==> config.mk <==
export PLATFORM = sky130hd
export DESIGN_NAME = audio_sample_fifo_flat
export DESIGN_NICKNAME = d
export VERILOG_FILES = /design/src/rtl/audio_sample_fifo_if.sv /design/src/rtl/audio_sample_fifo.sv /design/src/flat_wrapper.sv
export SDC_FILE = /design/constraint.sdc
export NUM_CORES = 1
export LEC_CHECK = 0
export ABC_AREA = 1
export BUFFER_PORTS_ARGS = -buffer_cell sky130_fd_sc_hd__buf_2
export CAP_MARGIN = 10
export CORE_MARGIN = 3
export CORE_UTILIZATION = 51
export CTS_CLUSTER_SIZE = 25
export DETAILED_ROUTE_END_ITERATION = 6
export GPL_TIMING_DRIVEN = 1
export PLACE_DENSITY = 0.68
export SKIP_LAST_GASP = 1
export SYNTH_ARGS = -nofsm -noshare
export SYNTH_HDL_FRONTEND = slang
export SYNTH_SLANG_ARGS = --single-unit
export TNS_END_PERCENT = 10
==> constraint.sdc <==
create_clock -name clk -period 5.9 [get_ports clk]
set_input_delay 0.295 -clock clk [delete_from_list [all_inputs] [get_ports clk]]
set_output_delay 0.295 -clock clk [all_outputs]
set_load 0.01 [all_outputs]
==> src/rtl/audio_sample_fifo_if.sv <==
// rtl/audio_sample_fifo_if.sv - audio frame write/read strobes, output frame and status flags
interface audio_sample_fifo_if #(
    parameter int CHANNELS = 2,
    parameter int WIDTH    = 16,
    parameter int DEPTH    = 16
);
    localparam int AW = $clog2(DEPTH);

    logic                      in_valid;
    logic [CHANNELS*WIDTH-1:0] in_data;
    logic                      audio_sample;
    logic [CHANNELS*WIDTH-1:0] out_data;
    logic [AW:0]               level;
    logic                      overflow;
    logic                      underflow;
    logic                      primed;

    modport master (
        output in_valid, in_data, audio_sample,
        input  out_data, level, overflow, underflow, primed
    );

    modport slave (
        input  in_valid, in_data, audio_sample,
        output out_data, level, overflow, underflow, primed
    );
endinterface

==> src/rtl/audio_sample_fifo.sv <==
// rtl/audio_sample_fifo.sv - multi-channel audio frame FIFO with overflow/underflow flags
// Optional FILL/RUN prefill state machine built when AUDIO_FIFO_PREFILL_EN is defined.
module audio_sample_fifo #(
    parameter int CHANNELS = 2,
    parameter int WIDTH    = 16,
    parameter int DEPTH    = 16
) (
    input logic               clk,
    input logic               reset,
    audio_sample_fifo_if.slave bus
);
    localparam int AW = $clog2(DEPTH);
    localparam int FW = CHANNELS * WIDTH;
    localparam logic [AW:0]   FULL_LVL = (AW+1)'(DEPTH);
    localparam logic [AW:0]   LVL_ONE  = (AW+1)'(1);
    localparam logic [AW-1:0] PTR_ONE  = AW'(1);

    logic [FW-1:0] mem [DEPTH];
    logic [AW-1:0] wr_ptr;
    logic [AW-1:0] rd_ptr;
    logic [AW:0]   level_q;
    logic [FW-1:0] out_q;
    logic          overflow_q;
    logic          underflow_q;
    logic          primed_q;
    logic          run;

    logic empty, full, rd_req, pop, uf_hit, drop;

    assign empty  = (level_q == '0);
    assign full   = (level_q == FULL_LVL);
    assign rd_req = bus.audio_sample && run;
    assign pop    = rd_req && !empty;
    assign uf_hit = rd_req && empty;
    // A pop frees the slot the full-buffer write needs, so only pop-less full writes drop.
    assign drop   = bus.in_valid && full && !pop;

`ifdef AUDIO_FIFO_PREFILL_EN
    localparam logic [AW:0] HALF_LVL = (AW+1)'(DEPTH / 2);

    typedef enum logic {FILL, RUN} state_t;
    state_t state;

    always_ff @(posedge clk or posedge reset) begin
        if (reset) begin
            state    <= FILL;
            primed_q <= 1'b0;
        end else begin
            case (state)
                FILL: if (level_q >= HALF_LVL) begin
                    state    <= RUN;
                    primed_q <= 1'b1;
                end
                RUN: if (uf_hit) begin
                    state    <= FILL;
                    primed_q <= 1'b0;
                end
                default: begin
                    state    <= FILL;
                    primed_q <= 1'b0;
                end
            endcase
        end
    end

    assign run = (state == RUN);
`else
    assign run      = 1'b1;
    assign primed_q = 1'b1;
`endif

    // Storage is not reset; level and pointers alone define which entries are live.
    always_ff @(posedge clk) begin
        if (bus.in_valid)
            mem[wr_ptr] <= bus.in_data;
    end

    always_ff @(posedge clk or posedge reset) begin
        if (reset) begin
            wr_ptr      <= '0;
            rd_ptr      <= '0;
            level_q     <= '0;
            out_q       <= '0;
            overflow_q  <= 1'b0;
            underflow_q <= 1'b0;
        end else begin
            overflow_q  <= drop;
            underflow_q <= uf_hit;
            if (bus.in_valid)
                wr_ptr <= wr_ptr + PTR_ONE;
            if (pop || drop)
                rd_ptr <= rd_ptr + PTR_ONE;
            if (pop)
                out_q <= mem[rd_ptr];
            if (bus.in_valid && !drop && !pop)
                level_q <= level_q + LVL_ONE;
            else if (pop && !bus.in_valid)
                level_q <= level_q - LVL_ONE;
        end
    end

    assign bus.out_data  = out_q;
    assign bus.level     = level_q;
    assign bus.overflow  = overflow_q;
    assign bus.underflow = underflow_q;
    assign bus.primed    = primed_q;
endmodule

==> src/flat_wrapper.sv <==
// flat-port wrapper written by rule: the top's interface ports become plain ports
module audio_sample_fifo_flat 
#(
    parameter int CHANNELS = 2,
    parameter int WIDTH    = 16,
    parameter int DEPTH    = 16
)
  (clk, reset, bus_in_valid, bus_in_data, bus_audio_sample, bus_out_data, bus_level, bus_overflow, bus_underflow, bus_primed);
  audio_sample_fifo_if #(.CHANNELS(CHANNELS), .WIDTH(WIDTH), .DEPTH(DEPTH)) bus_i ();
  input logic clk;
  input logic reset;
  input wire logic [$bits(bus_i.in_valid)-1:0] bus_in_valid;
  input wire logic [$bits(bus_i.in_data)-1:0] bus_in_data;
  input wire logic [$bits(bus_i.audio_sample)-1:0] bus_audio_sample;
  output wire logic [$bits(bus_i.out_data)-1:0] bus_out_data;
  output wire logic [$bits(bus_i.level)-1:0] bus_level;
  output wire logic [$bits(bus_i.overflow)-1:0] bus_overflow;
  output wire logic [$bits(bus_i.underflow)-1:0] bus_underflow;
  output wire logic [$bits(bus_i.primed)-1:0] bus_primed;
  assign bus_i.in_valid = bus_in_valid;
  assign bus_i.in_data = bus_in_data;
  assign bus_i.audio_sample = bus_audio_sample;
  assign bus_out_data = bus_i.out_data;
  assign bus_level = bus_i.level;
  assign bus_overflow = bus_i.overflow;
  assign bus_underflow = bus_i.underflow;
  assign bus_primed = bus_i.primed;
  audio_sample_fifo #(.CHANNELS(CHANNELS), .WIDTH(WIDTH), .DEPTH(DEPTH)) u_core (.clk(clk), .reset(reset), .bus(bus_i));
endmodule
==> qor.txt <==
status: complete, no violations
synth cell count leaders: nand2_1, edfxtp_1, nand3_1, buf_2, dfrtp_1
Total Neg Setup Slack: 0 ps
wire per inst: 21.92 microns
slowest stage cell on the critical path: clkinv_2
share of the synthesized area in the top cell type: 68.28%
flop-to-flop setup slack: 2710 ps
Reg2Reg Depth: 9
final setup skew: 22.99 ps
most common cell in the netlist: nand2_1
Mapped Cells: 1862
crit share post-route: 54.07%
max cap viols: 0
Die X: 216.1 microns
Slowest Stage Delay on Critical Path: 1010 ps
syn nets: 1907
Peak VDD IR: 0.3225 mV
post_cts resized: 0
Worst-path clk slew: 60 ps
R2R Path Start: u_core.rd_ptr[1]
1st-pass router iterations: 6
Yosys Warn Count: 0
Non-Filler Instances: 2547
crit path DAT: 3710 ps
setup ws final: 2710 ps
CP dominant cell by count: nand2_1
Final nets: 1962
number of DRC markers in iteration 0: 1812
reg2reg end: u_core.bus.out_data[0]
Row Count: 76
Syn Area/Cell: 12.09 sq um
largest net degree at the start of global routing: 147
drt total wl: 55.84 mm
antenna viol nets, final: 0
DR vias/cell: 5.655
layout cells sized above 1: 11.58%
Buf/Inv on CP: 2
Static Leakage: 9.424 nW
CTS tree: yes
antenna violations before repair: 5
Post-Syn Area: 0.02252 sq mm
vias in the first global route: 14050
initial core utilization: 51.93%
Worst EP required: 6420 ps
Overflow after GRT: 0
P&R area growth vs syn: 11.35%
Max-slew headroom: 15.91%
Critical Path Source Type: flop
critical path fanouts, max: 55
CP Cell Sequence: clkinv_2 > buf_4 > nand3_1 > nand3_1 > nand2_1 > nand2_1 > nand2_1 > nand2_1 > nand2_1
fin crit period: 3190 ps
DP Worst Slack: 2746 ps
die height: 216.1 microns
synth top area cells: edfxtp_1, nand2_1, nand3_1, dfrtp_1, buf_2
dominant synthesized flop cell: edfxtp_1
final setup fails: 0
CTS Buffer Depth: 3
Least-Margin Pin Slew: 1261 ps
IO Port Bufs: 74
CP Depth: 9
# IOs: 76
fillcell total: 3477
TritonCTS Buffers: 54
final hold violations: 0
Synth Register Bits: 559
Tot GR Track Use: 23.94%
drt drc: 0
Final Util: 57.82%
placed instance count: 2444
HPWL after DPL: 27.19 mm
clock root buffer: clkbuf_16
endpoint class of the critical path: flop
count of cell types in the netlist: 30
worst min path class: in -> reg
first-pass GRT wire length: 84.69 mm
CP endpoint: u_core.bus.out_data[0]
Crit path max-delay family: buffers and inverters
clk_lat worst skew: 600 ps
register area share after synthesis: 73.51%
DR vias: 14400
Post-synth ARST share: 8.408%
register area: 0.01656 sq mm
area of the multi-input gates: 0.005379 sq mm
number of synthesized flops with an enable pin: 512
GP Congestion: 0.7747
maximum clock frequency: 313.5 MHz
Die ar.: 0.04671 sq mm
crit path kind: reg -> reg
CTS sink count: 559
Critical path origin: u_core.rd_ptr[1]
hold_ws: 46.05 ps
PwrDens: 492.5 mW/mm^2
largest area contributor in the netlist: edfxtp_1
core area: 0.04336 sq mm
Slew Viols, Final: 0
unrepaired setup endpoints after global routing: no
H-tree depth: 2
power breakdown:
| group | internal, mW | switching [mW] | total (mW) |
|---|---|---|---|
| Sequential | 4.84 | 0.298 | 5.14 |
| Combinational | 1.12 | 2.76 | 3.88 |
| Clock | 1.91 | 1.42 | 3.33 |
| Total | 7.87 | 4.48 | 12.3 |
repair_timing:
item                      in CTS  in global routing
setup buffers                  0                  0
hold buffers                   2                  0
hold endpoints to repair      49                  0
cell type report:
cell class / count / share of cell area [%]
Antenna cell: 2 / 0.01996
Clock inverter: 20 / 0.6887
Clock buffer: 79 / 6.048
Sequential cell: 559 / 66.04
Tap cell: 585 / 2.919
Inverter: 16 / 0.2645
Multi-Input combinational cell: 1178 / 21.45
Timing Repair Buffer: 108 / 2.565
per-layer routing:
layer | routed length (microns) | vias up | track usage (%)
li1 | - | 6576 | -
met1 | 22690 | 7038 | 33.22
met2 | 26480 | 665 | 38.17
met3 | 4832 | 119 | 4.431
met4 | 1792 | 6 | 9.039
met5 | 42 | - | 0
worst register-to-register path: cells and delay by family (launching register included):
kind | cells | cell delay [ps]
buffers and inverters | 2 | 1640
flip-flops | 1 | 870
AND/OR/NAND/NOR | 7 | 610
stage by stage:
stage	instance area, sq um	total power [mW]
floorplan	22520	7.907
global placement	23360	8.976
detailed placement	23360	9.072
CTS	25070	12.38
global route	25070	13.03
finish	25070	12.35
worst min path at each step:
stage	start	end	slack, ps	depth (start not counted)
after global routing	bus_in_data[28]	u_core.mem[0][28]	70	1
after CTS	bus_in_valid	u_core.wr_ptr[0]	9	2
after detailed placement	u_core.bus.out_data[31]	u_core.bus.out_data[31]	460	2
final	bus_in_valid	u_core.wr_ptr[0]	50	2
after global placement	u_core.bus.out_data[18]	u_core.bus.out_data[18]	460	2
after floorplan	bus_audio_sample	u_core.bus.overflow	360	1
cell usage in the layout (no fill, tap or decap), types with 2 or more instances in the layout:
cell / synthesis / layout
clkinv_1: 0 / 5
clkbuf_1: 13 / 19
xnor2_1: 2 / 2
nand2_2: 2 / 2
clkbuf_8: 0 / 5
o21ai_0: 2 / 2
a21boi_0: 10 / 10
clkinv_2: 0 / 12
inv_2: 2 / 2
nand2_1: 735 / 735
ha_1: 8 / 8
a21boi_1: 9 / 9
diode_2: 0 / 2
nor2_4: 0 / 17
o211ai_2: 10 / 10
nor2_1: 22 / 6
dlygate4sd3_1: 0 / 2
nand3b_1: 2 / 2
bufinv_16: 0 / 3
a21oi_2: 10 / 10
dfrtp_1: 47 / 45
a21oi_1: 31 / 31
clkbuf_16: 0 / 55
buf_2: 57 / 74
inv_1: 13 / 12
o211ai_1: 9 / 9
nand3_1: 314 / 314
xor2_1: 7 / 7
inv_6: 0 / 2
dfrtp_4: 0 / 2
edfxtp_1: 512 / 512
buf_4: 15 / 31
registers in the layout, summed over array words and instances (netlist names):
signal and cells:
u_core.wr_ptr 4, u_core.bus.level 5, u_core.bus.out_data 32, u_core.mem 512, u_core.bus.underflow 1, u_core.bus.overflow 1
u_core.rd_ptr 4
logic make-up (layout without fill, tap and decap cells):
logic type               count (synthesis)  after routing  share of synthesized area (%)
AO/OA/AOI/OAI                           81             81                          2.612
XOR/XNOR                                 9              9                         0.3501
adder cells (fa/ha/maj)                  9              9                         0.5335
buffers and inverters                  125            223                          3.162
flip-flops                             559            559                          73.51
other                                    1              3                        0.01665
AND/OR/NAND/NOR                       1078           1078                          19.82
Note: power is estimated with default switching activity, not from simulation.
